$ cat src/rtl/i2c_txn_arbiter.sv
// Round-robin sequencer between the AXI write/read request ports and a single I2C master engine.
// Optional completion timeout is compiled in with `define I2C_ARB_TIMEOUT_EN.
module i2c_txn_arbiter #(
    parameter int AD_W           = 16,
    parameter int RD_W           = 8,
    parameter int TIMEOUT_CYCLES = 1000
) (
    input  logic            aclk_i,
    input  logic            areset_i,
    input  logic            wr_req_i,
    input  logic [AD_W-1:0] wr_addr_data_i,
    output logic            wr_done_o,
    output logic            wr_acked_o,
    input  logic            rd_req_i,
    input  logic [AD_W-1:0] rd_addr_i,
    output logic [RD_W-1:0] rd_data_o,
    output logic            rd_data_valid_o,
    input  logic            rd_data_ack_i,
    output logic            cmd_valid_o,
    input  logic            cmd_ready_i,
    output logic            cmd_rw_o,
    output logic [AD_W-1:0] cmd_addr_data_o,
    input  logic            i2c_done_i,
    input  logic            i2c_ack_i,
    input  logic [RD_W-1:0] i2c_rdata_i,
    output logic            pending_transaction_wr_o,
    output logic            pending_transaction_rd_o,
    output logic            busy_o,
    output logic            timeout_err_o
);

    typedef enum logic [1:0] {IDLE, ISSUE, WAIT_DONE, RD_HOLD} state_t;

    // The timeout counter is 16 bits wide, so the limit must fit in it.
    if (TIMEOUT_CYCLES < 2 || TIMEOUT_CYCLES > 65536) begin : g_bad_timeout
        $error("TIMEOUT_CYCLES must be in 2..65536");
    end

    state_t          state_q;
    logic            last_rd_q;
    logic            cmd_valid_q;
    logic            cmd_rw_q;
    logic [AD_W-1:0] cmd_ad_q;
    logic [RD_W-1:0] rd_data_q;
    logic            rd_valid_q;
    logic            wr_done_q;
    logic            wr_acked_q;
    logic            grant_rd_d;
    logic            tmo_expired;
    logic            wr_completing;

`ifdef I2C_ARB_TIMEOUT_EN
    localparam logic [15:0] TMO_LAST = 16'(TIMEOUT_CYCLES - 1);
    logic [15:0] tmo_cnt_q;
    logic        tmo_err_q;
    assign tmo_expired   = (tmo_cnt_q == TMO_LAST);
    assign timeout_err_o = tmo_err_q;
`else
    assign tmo_expired   = 1'b0;
    assign timeout_err_o = 1'b0;
`endif

    // On a tie, serve the direction that did not win last time.
    assign grant_rd_d = rd_req_i & (~wr_req_i | ~last_rd_q);

    always_ff @(posedge aclk_i or posedge areset_i) begin
        if (areset_i) begin
            state_q     <= IDLE;
            last_rd_q   <= 1'b1;
            cmd_valid_q <= 1'b0;
            cmd_rw_q    <= 1'b0;
            cmd_ad_q    <= '0;
            rd_data_q   <= '0;
            rd_valid_q  <= 1'b0;
            wr_done_q   <= 1'b0;
            wr_acked_q  <= 1'b0;
`ifdef I2C_ARB_TIMEOUT_EN
            tmo_cnt_q   <= '0;
            tmo_err_q   <= 1'b0;
`endif
        end else begin
            wr_done_q <= 1'b0;
            case (state_q)
                IDLE: begin
                    if (wr_req_i | rd_req_i) begin
                        state_q     <= ISSUE;
                        cmd_valid_q <= 1'b1;
                        cmd_rw_q    <= grant_rd_d;
                        cmd_ad_q    <= grant_rd_d ? rd_addr_i : wr_addr_data_i;
                        last_rd_q   <= grant_rd_d;
                    end
                end
                ISSUE: begin
                    if (cmd_ready_i) begin
                        state_q     <= WAIT_DONE;
                        cmd_valid_q <= 1'b0;
`ifdef I2C_ARB_TIMEOUT_EN
                        tmo_cnt_q   <= '0;
`endif
                    end
                end
                WAIT_DONE: begin
                    // A real completion in the expiry cycle takes priority over the abort.
                    if (i2c_done_i | tmo_expired) begin
                        if (cmd_rw_q) begin
                            rd_data_q  <= i2c_done_i ? i2c_rdata_i : '0;
                            rd_valid_q <= 1'b1;
                            state_q    <= RD_HOLD;
                        end else begin
                            wr_done_q  <= 1'b1;
                            wr_acked_q <= i2c_done_i & i2c_ack_i;
                            state_q    <= IDLE;
                        end
`ifdef I2C_ARB_TIMEOUT_EN
                        if (!i2c_done_i) tmo_err_q <= 1'b1;
                    end else begin
                        tmo_cnt_q <= tmo_cnt_q + 16'd1;
`endif
                    end
                end
                RD_HOLD: begin
                    if (rd_data_ack_i) begin
                        rd_valid_q <= 1'b0;
                        state_q    <= IDLE;
                    end
                end
                default: state_q <= IDLE;
            endcase
        end
    end

    // A write stops being pending from its completing cycle through the WR_DONE pulse.
    assign wr_completing = ((state_q == WAIT_DONE) & ~cmd_rw_q & (i2c_done_i | tmo_expired))
                         | wr_done_q;

    assign pending_transaction_wr_o = ~areset_i & wr_req_i & ~wr_completing;
    assign pending_transaction_rd_o = ~areset_i & (rd_req_i | ((state_q != IDLE) & cmd_rw_q));

    assign busy_o          = (state_q != IDLE);
    assign cmd_valid_o     = cmd_valid_q;
    assign cmd_rw_o        = cmd_rw_q;
    assign cmd_addr_data_o = cmd_ad_q;
    assign rd_data_o       = rd_data_q;
    assign rd_data_valid_o = rd_valid_q;
    assign wr_done_o       = wr_done_q;
    assign wr_acked_o      = wr_acked_q;

endmodule
$ cat config.mk
export PLATFORM = sky130hd
export DESIGN_NAME = i2c_txn_arbiter
export DESIGN_NICKNAME = d
export VERILOG_FILES = /design/src/rtl/i2c_txn_arbiter.sv
export SDC_FILE = /design/constraint.sdc
export NUM_CORES = 1
export LEC_CHECK = 0
export CAP_MARGIN = 20
export CORE_ASPECT_RATIO = 2
export CORE_MARGIN = 8
export CORE_UTILIZATION = 42
export DETAILED_ROUTE_END_ITERATION = 8
export GPL_ROUTABILITY_DRIVEN = 0
export PLACE_DENSITY = 0.86
export SLEW_MARGIN = 40
export SYNTH_ARGS = -nofsm -noshare
export SYNTH_HDL_FRONTEND = slang
export SYNTH_SLANG_ARGS = --single-unit
$ cat constraint.sdc
create_clock -name aclk_i -period 4.6 [get_ports aclk_i]
set_input_delay 0.92 -clock aclk_i [delete_from_list [all_inputs] [get_ports aclk_i]]
set_output_delay 0.92 -clock aclk_i [all_outputs]
set_load 0.02 [all_outputs]
# ---- Word-level counts from Yosys, hierarchy flattened
# Cells that the tools add are included.
# W data, S select, Z words.
dict set report word_totals {
  regBits 32
  output_inout_bits 33
  word_cells 61
}
dict set report op_classes {
  eq_ne 8
  muxes 17
  bitwise 17
  n_reduce_logical 10
}
# op n
set ops {}
lappend ops {{$mux W16} 1}
lappend ops {{$mux W2} 5}
lappend ops {{$ne A2 B2 Y1 const B} 5}
lappend ops {{$reduce_and A3 Y1} 3}
lappend ops {{$and A1 B1 Y1} 8}
lappend ops {{$mux W1} 8}
lappend ops {{$pmux W2 S4} 1}
lappend ops {{$reduce_and A4 Y1} 2}
lappend ops {{$reduce_bool A2 Y1} 3}
lappend ops {{$not A1 Y1} 5}
lappend ops {{$eq A2 B2 Y1 const B} 2}
lappend ops {{$or A1 B1 Y1} 4}
lappend ops {{$pmux W1 S2} 2}
lappend ops {{$eq A2 B1 Y1 const B} 1}
lappend ops {{$logic_not A2 Y1} 1}
lappend ops {{$reduce_and A2 Y1} 1}

# ---- Depth between registers and ports, before layout
dict set report depth {
  depth_word 6
  mapped_depth 4
  depth_no_buf 3
}

# ---- Worst setup path after synthesis
# Ideal clock, no wire load.
dict set report synth_timing {
  path_kind {input port to output port}
  start {input port i2c_done_i}
  end {output port pending_transaction_wr_o}
  arrival_ns 1.812
  slack_ns 1.868
  path_stages 3
  path_buffers 0
  cell_sequence {inv_1 nor4b_4 nor4b_1}
}
dict set report synth_via {
  elab_chain_cells 4
}
# item line_no
set synth_lines {}
lappend synth_lines {{start, declared} 23} ;# input logic i2c_done_i,
lappend synth_lines {{$and A1 B1 Y1} 133} ;# assign wr_completing = ((state_q == WAIT_DONE) & ~cmd_rw_q & (i2c_done_i | tmo_expired))
lappend synth_lines {{$or A1 B1 Y1} 134} ;# | wr_done_q;
lappend synth_lines {{$not A1 Y1} 136} ;# assign pending_transaction_wr_o = ~areset_i & wr_req_i & ~wr_completing;
lappend synth_lines {{$and A1 B1 Y1} 136}
lappend synth_lines {{end, declared} 26} ;# output logic pending_transaction_wr_o,
# No other way between the ends.

# ---- Worst setup path after layout
# Same ends and word-level chain as after synthesis.

==> metrics.txt <==
area of the core 3610 um2; Worst Skew 0.00503 ns; transition time of the tightest slew-check pin 0.740 ns; Power Dens Cells 651 nW/um2; Synth Cell Area 1570 um2; Die X 59.2 um; setup slack after layout 1.21 ns; die area 6070 um2; port buffer count 79; post-synth cell types 23; routed len/inst 18.8 um; total number of vias 1145; ant diodes 0; Die H 102 um; Net count, final 233; vias in the first global route 1333; startpoint types input pin; row count 31; layout cells sized above 1 30.6%; Syn. warnings 0; register area share after synthesis 51.1%; DR pass1 iterations 4; CTS root buffer clkbuf_8; Cell Chain, Critical Path clkdlybuf4s50_1 -> inv_1 -> nor4b_4 -> nor4b_1 -> clkdlybuf4s50_1; crit-path max cell delay 0.66 ns; Hold/Removal Path Class reg2reg; Peak Freq 295 MHz; Num CTS Buffers 5; post-route ant nets 0; wirelength, routed 4420 um; Critical Path RT 3.68 ns; syn_nets 150; clock slew at reported path FFs 0.06 ns; WS Path Type in2out; post-route DRC violation count 0; worst-path fanout max 3; Synth Instances 102; Leakage Power 1.06 nW; post-synthesis register bit count 32; RSZ-0062 raised after global routing false; CP arrival 2.47 ns; CTS tree yes; H-Tree Depth 2; Final min period 3.39 ns; TNS Setup 0 ns; Final Hold Viols 0; CP bufs+invs 3; Multi-input gate area 711 um2; clk_lat worst skew 0.28 ns; Longest Clk Path Bufs 2; Post-Place Cells 227; Max stage delay cell, worst path clkdlybuf4s50_1; Worst Setup End Kind output pin; HPWL after DPL 3430 um; Slew Viols, Final 0; largest net degree at the start of global routing 33; DP Area 2380 um2; Post-CTS Resized 0; GRT overflow 0; post-route insts no fill 235; Initial Util 43.5%; top-level I/O count 81; CTS sink cnt 32; storage element area 802 um2; Area Overhead vs Synth 58.8%; ratio of final minimum period to clock period 73.6%; antenna violations before repair 0; status finished, final reports clean; Setup Viol. Count Final 0; Setup Buffers After CTS 0; MaxCap Viol Count 0; max_slew headroom 50.5%; Avg Cell Area, Syn 15.4 um2; Finished Cell Area 2490 um2; Hold-fix buffers, CTS 0; first-pass GRT wire length 6950 um; FILL cells 280; routed vias/inst 4.87; Setup WS pre-CTS 1.24 ns; Total GRT Usage 15.3%; delay-heaviest family, CP buffers and inverters; Worst VDD drop 0.436 mV; cell mode on critical path clkdlybuf4s50_1; DR iter-0 viols 13
## power breakdown
| group | switching [mW] | internal, mW |
|---|---|---|
| clock | 0.100 | 0.161 |
| sequential | 0.100 | 0.425 |
| combinational | 0.364 | 0.472 |
| total | 0.564 | 1.06 |
## metal layers
| metal | part of all wire (%) | track usage (%) |
|---|---|---|
| met2 | 57 | 27.9 |
| met1 | 33 | 14.4 |
| met3 | 8.6 | 6.18 |
| met4 | 1.4 | 5.57 |
| met5 | 0 | 0 |
## worst paths after layout
| path | end | depth (start not counted) | startpoint | slack, ns |
|---|---|---|---|---|
| max | pending_transaction_wr_o | 5 | i2c_done_i | 1.21 |
| min | cmd_addr_data_o[1]$_DFFE_PP0P_ | 1 | cmd_addr_data_o[1]$_DFFE_PP0P_ | 0.51 |
| max reg2reg | cmd_addr_data_o[2]$_DFFE_PP0P_ | 3 | state_q[0]$_DFFE_PP0P_ | 2.75 |
| min reg2reg | cmd_addr_data_o[1]$_DFFE_PP0P_ | 1 | cmd_addr_data_o[1]$_DFFE_PP0P_ | 0.51 |
| max in group asynchronous | last_rd_q$_DFFE_PP1P_ | 3 | areset_i | 3.17 |
| min in group asynchronous | wr_acked_o$_DFFE_PP0P_ | 3 | areset_i | 1.11 |
## cell type report
class                      instances  share of cell area [%]
clock inverter                     2                    1.41
inverter                           3                   0.452
tap                               49                    2.46
sequential                        32                    32.2
timing repair buffer              80                    32.0
clock buffer                       6                    2.91
multi-input combinational         63                    28.5
## cells in the final DEF, fill, tap and decap left out, drive strengths merged
master and n:
nor2b 2, mux2 43, clkdlybuf4s50 79, clkinv 1, clkbuf 6, bufinv 1, nand4b 1, nand2 1
a32oi 1, conb 1, or2 1, nand3b 2, inv 3, nor2 3, a21boi 1, a21oi 1
o21ai 3, nor4b 2, buf 1, a2bb2oi 1, dfstp 1, dfrtp 31
## cell usage after synthesis
| cell type | n | share of area, % |
|---|---|---|
| buf_8 | 1 | 0.96 |
| mux2_4 | 16 | 15 |
| buf_6 | 2 | 1.4 |
| a32oi_1 | 1 | 0.56 |
| mux2_2 | 27 | 19 |
| o21ai_0 | 3 | 0.96 |
| nand2_1 | 1 | 0.24 |
| nor4b_4 | 1 | 1.5 |
| a21boi_4 | 1 | 1.2 |
| conb_1 | 1 | 0.24 |
| dfrtp_1 | 31 | 49 |
| a21oi_1 | 1 | 0.32 |
| buf_4 | 1 | 0.48 |
| nor2b_1 | 2 | 0.80 |
| nor4b_1 | 1 | 0.56 |
| nand3b_1 | 2 | 0.96 |
| a2bb2oi_1 | 1 | 0.56 |
| dfstp_2 | 1 | 1.7 |
| nor2_4 | 1 | 0.72 |
| inv_1 | 3 | 0.72 |
| nand4b_2 | 1 | 0.96 |
| or2_4 | 1 | 0.56 |
| nor2_1 | 2 | 0.48 |
## cell families (layout without fill, tap and decap cells)
family | count (synthesis) | in the layout | synth area share, %
buffers and inverters | 7 | 91 | 3.59
other | 1 | 1 | 0.239
and+or+nand+nor | 12 | 12 | 6.78
AOI/OAI and AO/OA | 7 | 7 | 3.59
DFF | 32 | 32 | 51.1
muxes | 43 | 43 | 34.7
## per-stage QoR
stage | hold WS, ns | power, mW | utilization [%]
floorplan | 0.565 | 1.00 | -
global placement | 0.490 | 1.34 | 66.1
detailed placement | 0.495 | 1.37 | 66.1
CTS | 0.511 | 1.65 | 69.1
global route | 0.526 | 1.71 | 69.1
finish | 0.507 | 1.62 | 69.1
## sequential cells by signal, indices dropped and copies added, names as in the netlist
signal	cells
last_rd_q	1
cmd_addr_data_o	16
cmd_valid_o	1
rd_data_o	8
wr_done_o	1
cmd_rw_o	1
state_q	2
rd_data_valid_o	1
wr_acked_o	1
Power figures use the tool's default switching activity.
